--- src/rtl/cr_tcipif_ahbl_master.sv ---
// cr_tcipif_ahbl_master: AHB-Lite slave that replays single transfers as tcipif
// requests to the CLIC, with alignment checking, completion timeout and registered read data.
module cr_tcipif_ahbl_master #(
   parameter int TIMEOUT = 16
) (
   input  logic        forever_cpuclk,
   input  logic        cpurst_b,
   input  logic        ahbl_hsel,
   input  logic [1:0]  ahbl_htrans,
   input  logic [31:0] ahbl_haddr,
   input  logic [2:0]  ahbl_hsize,
   input  logic        ahbl_hwrite,
   input  logic [31:0] ahbl_hwdata,
   input  logic        ahbl_hreadyin,
   output logic        ahbl_hreadyout,
   output logic        ahbl_hresp,
   output logic [31:0] ahbl_hrdata,
   output logic        tcipif_clic_sel,
   output logic [15:0] tcipif_clic_addr,
   output logic [1:0]  tcipif_clic_size,
   output logic        tcipif_clic_write,
   output logic [31:0] tcipif_clic_wdata,
   input  logic        clic_tcipif_cmplt,
   input  logic [31:0] clic_tcipif_rdata
);
   typedef enum logic [2:0] {IDLE, REQ, DONE, ERR1, ERR2} state_t;
   state_t      state, state_nxt;
   logic [15:0] addr_q;
   logic [2:0]  size_q;
   logic        write_q;
   logic [7:0]  cnt;
   logic [31:0] rdata_q;
   logic        capture, legal, unused;
   assign unused = ^{ahbl_haddr[31:16], ahbl_htrans[0]};
   assign ahbl_hreadyout = state == IDLE || state == DONE || state == ERR2;
   assign ahbl_hresp = state == ERR1 || state == ERR2;
   assign ahbl_hrdata = rdata_q;
   assign tcipif_clic_sel = state == REQ;
   assign tcipif_clic_addr = addr_q;
   assign tcipif_clic_size = size_q[1:0];
   assign tcipif_clic_write = write_q;
   assign tcipif_clic_wdata = ahbl_hwdata;
   assign capture = ahbl_hsel && ahbl_htrans[1] && ahbl_hreadyin && ahbl_hreadyout;
   // legality decided from the same bus values that get captured this cycle
   assign legal = ahbl_hsize == 3'd0 || (ahbl_hsize == 3'd1 && !ahbl_haddr[0]) ||
                  (ahbl_hsize == 3'd2 && ahbl_haddr[1:0] == 2'd0);
   always_comb begin
      state_nxt = state;
      state_nxt = state == REQ  ? (clic_tcipif_cmplt ? DONE : cnt == 8'(TIMEOUT - 1) ? ERR1 : REQ) :
                  state == ERR1 ? ERR2 :
                  capture       ? (legal ? REQ : ERR1) : IDLE;
   end
   always_ff @(posedge forever_cpuclk or negedge cpurst_b) begin
      if (!cpurst_b) begin
         state   <= IDLE;
         addr_q  <= '0;
         size_q  <= '0;
         write_q <= 1'b0;
         cnt     <= '0;
         rdata_q <= '0;
      end else begin
         state <= state_nxt;
         if (capture) begin
            addr_q  <= ahbl_haddr[15:0];
            size_q  <= ahbl_hsize;
            write_q <= ahbl_hwrite;
         end
         cnt <= (capture && legal) ? 8'd0 : state == REQ ? cnt + 8'd1 : cnt;
         if (state == REQ && clic_tcipif_cmplt)
            rdata_q <= write_q ? 32'd0 : clic_tcipif_rdata;
         else if (state_nxt == ERR1)
            rdata_q <= 32'd0;
      end
   end
endmodule

--- config.mk ---
export PLATFORM = sky130hd
export DESIGN_NAME = cr_tcipif_ahbl_master
export DESIGN_NICKNAME = d
export VERILOG_FILES = /design/src/rtl/cr_tcipif_ahbl_master.sv
export SDC_FILE = /design/constraint.sdc
export NUM_CORES = 1
export LEC_CHECK = 0
export BUFFER_PORTS_ARGS = -buffer_cell sky130_fd_sc_hd__buf_2
export CORE_ASPECT_RATIO = 0.5
export CORE_MARGIN = 2
export CORE_UTILIZATION = 35
export DETAILED_ROUTE_END_ITERATION = 6
export PLACE_DENSITY = 0.71
export RECOVER_POWER = 100
export SYNTH_ARGS = -nofsm -noshare
export SYNTH_HDL_FRONTEND = slang
export SYNTH_SLANG_ARGS = --single-unit
--- constraint.sdc ---
create_clock -name forever_cpuclk -period 2 [get_ports forever_cpuclk]
set_input_delay 0.4 -clock forever_cpuclk [delete_from_list [all_inputs] [get_ports forever_cpuclk]]
set_output_delay 0.4 -clock forever_cpuclk [all_outputs]
set_load 0.01 [all_outputs]
# After elaboration in Yosys (flattened, before gate mapping)
# Cells that the tools add are included.
dict set report classes {
  reduce_logical 18
  mux 11
  n_addsub 1
  n_eq_ne 8
}
# op count
set ops {}
lappend ops {{two-way mux 32 bit} 3}
lappend ops {{two-way mux 8 bit} 2}
lappend ops {{equality test 3 x 2 -> 1 bit (second input constant)} 4}
lappend ops {{adder 8 x 1 -> 8 bit (second input constant)} 1}
lappend ops {{equality test 8 x 4 -> 1 bit (second input constant)} 1}
lappend ops {{two-way mux 2 bit} 4}
lappend ops {{logical AND 1 bit} 7}
lappend ops {{equality test 3 x 1 -> 1 bit (second input constant)} 2}
lappend ops {{zero test 3 bit} 2}
lappend ops {{two-way mux 3 bit} 2}
lappend ops {{logical OR 1 bit} 5}
lappend ops {{nonzero test 2 bit} 2}
lappend ops {{equality test 3 bit (second input constant)} 1}
lappend ops {{zero test 2 bit} 1}
lappend ops {{zero test 1 bit} 1}
dict set report word_totals {
  regBits 62
  output_inout_bits 86
  elab_cells 44
  in_bits 107
}

# Logic depth before layout (Yosys ltp)
# Gate-level depths: netlist of the first run.
dict set report logic_depth {
  ltp_word 11
  ltp_mapped 7
  mapped_depth_nobuf 5
}

# Worst setup path after synthesis of the first run
# Ideal clock, no wire load.
dict set report synth_timing {
  path_type {reg-to-reg}
  from {reg state[1]}
  to {reg rdata_q[10], in the netlist ahbl_hrdata[10]}
  stages_incl_launch_ff 8
  arrival_time_ns 1.576
  setup_slack_ns 0.303
  path_buffers 2
  setup_ns 0.121
  required_time_ns 1.879
  path_cell_list {dfrtp_1 > or3b_1 > buf_6 > inv_8 > and3_4 > a221oi_4 > buf_6 > a22o_1}
}
dict set report synth_between {
  word_cells_on_any_way 15
  cone_classes {eq/ne (5); mux (4); reduce/logical (6)}
}
# element line_no
set synth_lines {}
lappend synth_lines {{start, declared} 27} ;# state_t state, state_nxt;
lappend synth_lines {{start signal, assigned} 62} ;# state <= state_nxt;
lappend synth_lines {{equality test 3 x 1 -> 1 bit (*)} -}
lappend synth_lines {{via tcipif_clic_sel} 18} ;# output logic tcipif_clic_sel,
lappend synth_lines {{two-way mux 3 bit} 49} ;# state_nxt = state == REQ ? (clic_tcipif_cmplt ? DONE : cnt == 8'(TIMEOUT - 1) ? ERR1 : REQ) :
lappend synth_lines {{equality test 3 x 2 -> 1 bit} 71} ;# else if (state_nxt == ERR1)
lappend synth_lines {{nonzero test 2 bit (no source line)} -}
lappend synth_lines {{end signal, assigned} 70} ;# rdata_q <= write_q ? 32'd0 : clic_tcipif_rdata;
lappend synth_lines {{end, declared} 32} ;# logic [31:0] rdata_q;
# Mark *: on every way through the listed nets, which the timed path passes. The rest lies on a longest branch.
# A chain may end at the register's enable or synchronous reset.

# Final worst setup path of the first run
dict set report layout_timing {
  from {reg state[1]}
  to {out tcipif_clic_sel}
}
dict set report layout_between {
  elab_chain_len 1
}
# element line_no
set layout_rtl {}
lappend layout_rtl {{equality test 3 x 1 -> 1 bit} 38} ;# assign tcipif_clic_sel = state == REQ;
lappend layout_rtl {{end, declared} 18}
# Every way passes these cells.

==> results.md, run 1 <==
* Synth Warn # at 0
* Syn nets at 350
* Worst-path fanout max at 9
* Cell variety after synth at 28
* Largest net degree at the start of global routing at between 60 and 70
* Failing checks: max-capacitance violations, max-slew violations
* # hold bufs at CTS at 0
* Crit share post-route at 0.939
* Most used flip-flop cell after synthesis: dfrtp_1
* RSZ-0062 raised after global routing: no
* Nets@finish at 435
* Seq/Total Area, Yosys at 0.581
* Layout area overhead at 23.6%
* Setup crit end: tcipif_clic_sel
* Fin area at roughly 3300 um2
* DRT antenna net count at 0
* CP Capture Type: primary output
* Mux cell area share after synthesis at 0
* Sw power at between 1000 and 1500 uW
* Reg power frac at 0.430
* Starting Density at 0.362
* Worst slew pin tran at around 1.5 ns
* WS Path Type: reg2out
* Crit-path cells: or3b_1, inv_8, clkbuf_1
* Final Critical Period at approximately 1.9 ns
* FF-to-FF End: ahbl_hrdata[20]
* Post-synth top area share at 0.581
* Switching power share of the total at 0.282
* Remaining Overflow, GRT at 0
* Post-DP Area at 3110 um2
* Max-Cap Viols at 1
* Count of final hold-check violations at 0
* Area leader, netlist: dfrtp_1
* Core box area at approximately 7400 um2
* Total GRT Usage at 0.152
* Drt initial violations at 116
* Hold_sp: ahbl_haddr[6]
* Worst r2r path cells at 6
* XOR/XNOR Fraction of Synth Area at 0.0229
* Site row count at 22
* Die width at ~130 um
* Antenna violations before repair at 0
* Fin Clk Skew at just under 0.005 ns
* Critical path data required time at 1.60 ns
* TNS Setup at 0 ns
* Clock Power Share at 0.380
* DPL Wire Length at 4.34 mm
* CP Launch Point: state[1]
* Die ar. at approximately 8400 um2
* Combinational share of power at 0.190
* Avg WL per Cell at ~15 um
* Fillers at 733
* FMAX at around 530 MHz
* Simple-gate area share of the yosys netlist at 0.140
* Routed vias at ~2000
* DRC at 0
* Worst-skew pair later-pin latency at 0.33 ns
* Final Max Slew Viols at 63
* Drt first pass iters at 4
* DIE HEIGHT at around 66 um
* Main combinational cell family by area after synthesis: simple AND/OR/NAND/NOR gates
* First-pass GRT wire length at about 9.6 mm
* Detailed Route WL at 6.28 mm
* R2R Setup Slk at ~0.15 ns
* # clock sinks at 62
* Ant. Diodes at 0
* Share of layout cells above drive strength 1 at 0.242
* Synth top cells by count: nand2_1 (65), dfrtp_1 (62), a22o_1 (32), buf_4 (32), nor2_1 (11)
* Largest cells by area after synthesis: dfrtp_1 (58%), a22o_1 (10%), nand2_1 (9.1%), buf_4 (9.0%), buf_6 (1.7%)
* PD cells at roughly 1200 nW/um2
* CTS buffer count at 9
* CP Data Arrival Time at 1.48 ns
* DR vias/cell at about 4.7
* FFs w/ async S/R, synth at 1.00
* LEAKAGE at about 0.0017 uW
* Most numerous cell in the Yosys netlist: nand2_1
* Status: finished, violations left
* CTS Buffer Depth at 2
* Slew headroom at -0.0290
* # IOs at 193
* Final setup violation count at 0
* Post-Syn Area at 2670 um2
* Number of global-route vias before repair at ~1900
* Int Pwr at between 2000 and 3000 uW
* CTS tree: built
* Synthesized instance count at 242
* Clk root buf: clkbuf_16
* GP Congestion at between 0.7 and 0.8
* H-tree Lvls at 3
* CP max-delay cell: or3b_1
* Worst path max stage delay at 0.48 ns
* Seq cells post-synth at between 60 and 70
* Worst r2r src: state[1]
* HP Class: in2reg
* # Post-CTS Setup Buffers at 0
* CP Launch Type: flip-flop
* Mean cell area of the mapped netlist at about 11 um2
* Post-synth EDFFs at 0
* Resize count post-CTS at 0
* CTS clk-pin slew, worst paths at around 0.05 ns
* Synthesized-area fraction occupied by adder cells at 0.00468
* Compound-Gate Fraction of Synth Area at 0.128
* Port Buf Inserts at ~110
* Maximum VDD drop at approximately 0.54 mV
## final cells by class
type                            instances  area, um2  area share
Tap cell                               96        120      0.0364
Timing Repair Buffer                  117        549       0.166
Sequential cell                        62       1550       0.470
Clock inverter                          4       47.5      0.0144
Inverter                                2       15.0     0.00455
Multi-Input combinational cell        135        777       0.235
Clock buffer                           11        243      0.0735
## power groups by stage
stage               sequential, uW  combinational, uW  clock (uW)
finish                        1710                754        1510
CTS                           1700                835        1550
global placement              1700                817           0
global route                  1750                841        1620
detailed placement            1710                833           0
floorplan                     1810                412           0
## critical path: cells and delay by family (launching register included)
kind,cells,cell delay (ns)
flip-flops,1,0.39
AND/OR/NAND/NOR,1,0.48
buffers and inverters,2,0.27
## sequential cells by signal, summed over array words and instances, names as in the netlist
signal / flops
cnt: 8
size_q: 2
ahbl_hrdata: 32
tcipif_clic_write: 1
tcipif_clic_addr: 16
state: 3
## cells by family (layout without fill, tap and decap cells)
kind of cell | count (synthesis) | count (layout)
simple gates | 88 | 88
flops | 62 | 62
buf+inv | 45 | 134
compound gates | 39 | 39
xor+xnor | 7 | 7
fa+ha+maj | 1 | 1
## layer usage
layer / GRT usage / share of wire / vias up
met5: 0 / 0 / -
met1: 0.172 / 0.40 / 967
met3: 0.0655 / 0.061 / 27
li1: - / - / 948
met4: 0.0632 / 0.028 / 0
met2: 0.255 / 0.51 / 63
## worst min-delay path by stage
stage	slack, ns	cells after the start	end
after floorplan	0.10	0	ahbl_hrdata[0]
after global placement	0.44	2	ahbl_hrdata[4]
after detailed placement	0.44	2	ahbl_hrdata[5]
after CTS	0.09	2	ahbl_hrdata[5]
after global routing	0.25	3	tcipif_clic_addr[6]
final	0.26	3	tcipif_clic_addr[6]
## cell usage in the layout, fill, tap and decap left out, drive strengths merged, types with 2 or more instances in the layout
| cell | Yosys | final |
|---|---|---|
| buf | 41 | 60 |
| clkbuf | 2 | 68 |
| and3 | 2 | 2 |
| nand4 | 2 | 2 |
| dfrtp | 62 | 62 |
| nor3 | 2 | 2 |
| clkinv | 0 | 2 |
| xor2 | 3 | 3 |
| inv | 2 | 2 |
| nor2 | 12 | 12 |
| a22o | 32 | 32 |
| nor4 | 2 | 2 |
| xnor2 | 4 | 4 |
| a21oi | 3 | 3 |
| nand2 | 65 | 65 |
## stage by stage
stage	total power, uW	util	hold slack, ns	cells	setup slack [ns]
final	3970	0.448	0.263	427	0.121
after global routing	4210	0.448	0.254	427	0.0521
after CTS	4080	0.461	0.0937	427	0.122
after detailed placement	2540	0.422	0.442	412	0.195
after global placement	2520	0.422	0.439	412	0.226
after floorplan	2220	-	0.104	242	0.303
Power figures use the tool's default switching activity.
==> run 2: changes to the inputs <==
--- a/config.mk
+++ b/config.mk
@@ -5,12 +5,13 @@
 export SDC_FILE = /design/constraint.sdc
 export NUM_CORES = 1
 export LEC_CHECK = 0
+export ABC_AREA = 1
 export BUFFER_PORTS_ARGS = -buffer_cell sky130_fd_sc_hd__buf_2
 export CORE_ASPECT_RATIO = 0.5
 export CORE_MARGIN = 2
 export CORE_UTILIZATION = 35
 export DETAILED_ROUTE_END_ITERATION = 6
-export PLACE_DENSITY = 0.71
+export PLACE_DENSITY = 0.69
 export RECOVER_POWER = 100
 export SYNTH_ARGS = -nofsm -noshare
 export SYNTH_HDL_FRONTEND = slang
==> run 2 against run 1 <==
  * The run still ends with max-capacitance violations, max-slew violations left
  * Via count is 14% higher
  * Utilization is 1.1 points lower
  * Global-route usage is 0.69 points lower
  * Cell count is 23% higher
  * Register-to-register slack better by 0.27 ns
  * Critical path depth is 1 higher
  * Non-clock buffer count is 2 lower
  * Clock power is 6% lower
  * Clock-buffer cell count is 2 higher
  * Highest routed layer unchanged
==> results.md, run 2 <==
* Most frequent cells in the layout: nand2_1 (131), dfrtp_1 (62), buf_2 (59), clkbuf_1 (53), nand3_1 (41)
* Routed vias at 2281 (+14%)
* Drt first pass iters at 4 (unchanged)
* Number of global-route vias before repair at 2144 (+13%)
* PD cells at 1100 nW/um2 (-8.5%)
* Maximum VDD drop at 0.401 mV (-26%)
* CTS tree: built
* DPL Wire Length at 4.31 mm (-0.73%)
* CTS buffer count at 9 (unchanged)
* CTS clk-pin slew, worst paths at 0.05 ns (about the same)
* # IOs at 193 (unchanged)
* Post-Syn Area at 2880 um2 (+7.7%)
* Remaining Overflow, GRT at 0 (unchanged)
* Fin area at 3500 um2 (+5.8%)
* Port Buf Inserts at 111 (unchanged)
* WS Path Type: reg2out
* Synth top cells by count: nand2_1 (131), dfrtp_1 (62), nand3_1 (41)
* Avg WL per Cell at 11.9 um (-19%)
* Share of layout cells above drive strength 1 at 0.205 (-0.0364)
* Area leader, netlist: dfrtp_1
* Final core utilization at 0.437 (-0.0108)
* Failing checks: max-capacitance violations, max-slew violations
* LEAKAGE at 0.00187 uW (+13%)
* Post-synth top area share at 0.539 (-0.0416)
* DRC at 0 (unchanged)
* Detailed Route WL at 6.28 mm (about the same)
* DR vias/cell at 4.34 (-7.6%)
* Worst-path fanout max at 3 (-6)
* Layout area overhead at 21.4%
* Most used flip-flop cell after synthesis: dfrtp_1
* Post-DP Area at 3300 um2 (+6.1%)
* Max-Cap Viols at 1 (unchanged)
* Antenna violations before repair at 0 (unchanged)
* # Post-CTS Setup Buffers at 0 (unchanged)
* Nets@finish at 519 (+19%)
* First-pass GRT wire length at 9.99 mm (+4.2%)
* Total GRT Usage at 0.145 (-0.00690)
* Syn nets at 437 (+25%)
* Die width at 132 um (+3.7%)
* H-tree Lvls at 3 (unchanged)
* Seq cells post-synth at 62 (unchanged)
* Largest cells by area after synthesis: dfrtp_1 (54%), nand2_1 (17%), buf_4 (9.1%), nand3_1 (7.1%), nor2_1 (1.8%)
* Final Max Slew Viols at 63 (unchanged)
* # hold bufs at CTS at 0 (unchanged)
* Final Critical Period at 1.73 ns (-0.145 ns)
* Fin Clk Skew at 0.00562 ns (+0.000721 ns)
* GP Congestion at 0.764 (+1.8%)
* DIE HEIGHT at 68.1 um (+3.6%)
* Cell variety after synth at 23 (-18%)
* Final setup violation count at 0 (unchanged)
* # clock sinks at 62 (unchanged)
* Crit share post-route at 0.867 (-0.0723)
* Drt initial violations at 127 (+9.5%)
* Worst-skew pair later-pin latency at 0.32 ns (about the same)
* Count of final hold-check violations at 0 (unchanged)
* Status: finished, violations left
* Core box area at 8000 um2 (+8.4%)
* Synth Warn # at 0 (unchanged)
* Die ar. at 9010 um2 (+7.4%)
* Resize count post-CTS at 0 (unchanged)
* Setup WS post-layout at 0.266 ns (+0.145 ns)
* CP Data Arrival Time at 1.33 ns (-0.15 ns)
* CTS Buffer Depth at 2 (unchanged)
* CP Launch Type: flip-flop
* Most numerous cell in the Yosys netlist: nand2_1
* Clk root buf: clkbuf_16
* Slew headroom at -0.0201 (+0.00885)
* HP Class: in2reg
* FMAX at 577 MHz (+8.3%)
* Site row count at 23 (+4.5%)
* DRT antenna net count at 0 (unchanged)
* Commonest non-fill, non-tap cell in the layout: nand2_1
* RSZ-0062 raised after global routing: no
* TNS Setup at 0 ns (unchanged)
* Critical path data required time at 1.60 ns (about the same)
* Mean cell area of the mapped netlist at 8.75 um2 (-21%)
* Post-synth EDFFs at 0 (unchanged)
* Ant. Diodes at 0 (unchanged)
* Dpl ws at 0.465 ns (+0.269 ns)
* Synthesized instance count at 329 (+36%)
* FFs w/ async S/R, synth at 1.00 (unchanged)
* Number of flip-flops under the largest register name at 32 (unchanged)
* Worst slew pin tran at 1.53 ns (-0.0133 ns)
* CP Capture Type: primary output
* Starting Density at 0.360 (-0.00241)
* Total power at 3840 uW (-3.2%)
* Largest net degree at the start of global routing at 63 (unchanged)
* Seq/Total Area, Yosys at 0.539 (-0.0416)
-- run 2: cell count changes after synthesis, moves of 4 or more --
| cell | change |
|---|---|
| nand3_1 | +40 |
| a22o_1 | -32 |
| inv_1 | +12 |
| nand2_1 | +66 |
| o21ai_1 | +4 |
-- run 2: through the flow --
stage | std cells | hold WS, ns
after floorplan | 329 | 0.104
after global placement | 512 | 0.438
after detailed placement | 512 | 0.442
after CTS | 526 | 0.0946
after global routing | 526 | 0.269
final | 526 | 0.276
-- run 2: per-layer routing --
layer | part of all wire | wire, um | GRT usage
met5 | 0 | 0 | 0
met4 | 0.021 | 129 | 0.0806
met3 | 0.043 | 269 | 0.0489
met2 | 0.51 | 3210 | 0.260
met1 | 0.42 | 2670 | 0.157
-- run 2: path summary, 6_finish.rpt --
check                           slack (ns)                  start              endpoint  cells after the start
min in group asynchronous             0.53               cpurst_b   tcipif_clic_addr[9]                      2
max in group asynchronous             0.55               cpurst_b                cnt[0]                      2
worst max register to register        0.42               state[1]       ahbl_hrdata[28]                      6
worst max-delay path                  0.27               state[1]            ahbl_hresp                      4
worst min-delay path                  0.28  clic_tcipif_rdata[17]       ahbl_hrdata[17]                      3
worst min register to register        0.47   tcipif_clic_addr[11]  tcipif_clic_addr[11]                      2
-- run 2: kinds of logic after synthesis --
| kind of cell | count (synthesis) | share of synthesized area |
|---|---|---|
| AOI/OAI and AO/OA | 8 | 0.0152 |
| and+or+nand+nor | 197 | 0.299 |
| buffers and inverters | 57 | 0.130 |
| xor gates and xnor gates | 4 | 0.0122 |
| DFF | 62 | 0.539 |
| adders and majority gates | 1 | 0.00435 |
-- run 2: power breakdown --
part	switching (uW)	internal [uW]	total [uW]	leakage, uW
Clock	494	922	1420	0.000138
Combinational	451	282	734	0.000926
Sequential	169	1520	1690	0.000804
-- run 2: layout make-up --
type | count | area [um2]
clock buffers | 13 | 270
flip-flops and latches | 62 | 1550
well taps | 112 | 140
clock inverters | 1 | 5.00
repair buffers | 115 | 531
multi-input cells | 210 | 950
fillers | 841 | 4500
inverters | 13 | 48.8
-- run 2: critical path, cell delays in order (launching register included) --
cell and delay [ns]:
dfrtp_1 0.44, nor2_1 0.25, nand2_1 0.08, o21ai_0 0.08
buf_2 0.17
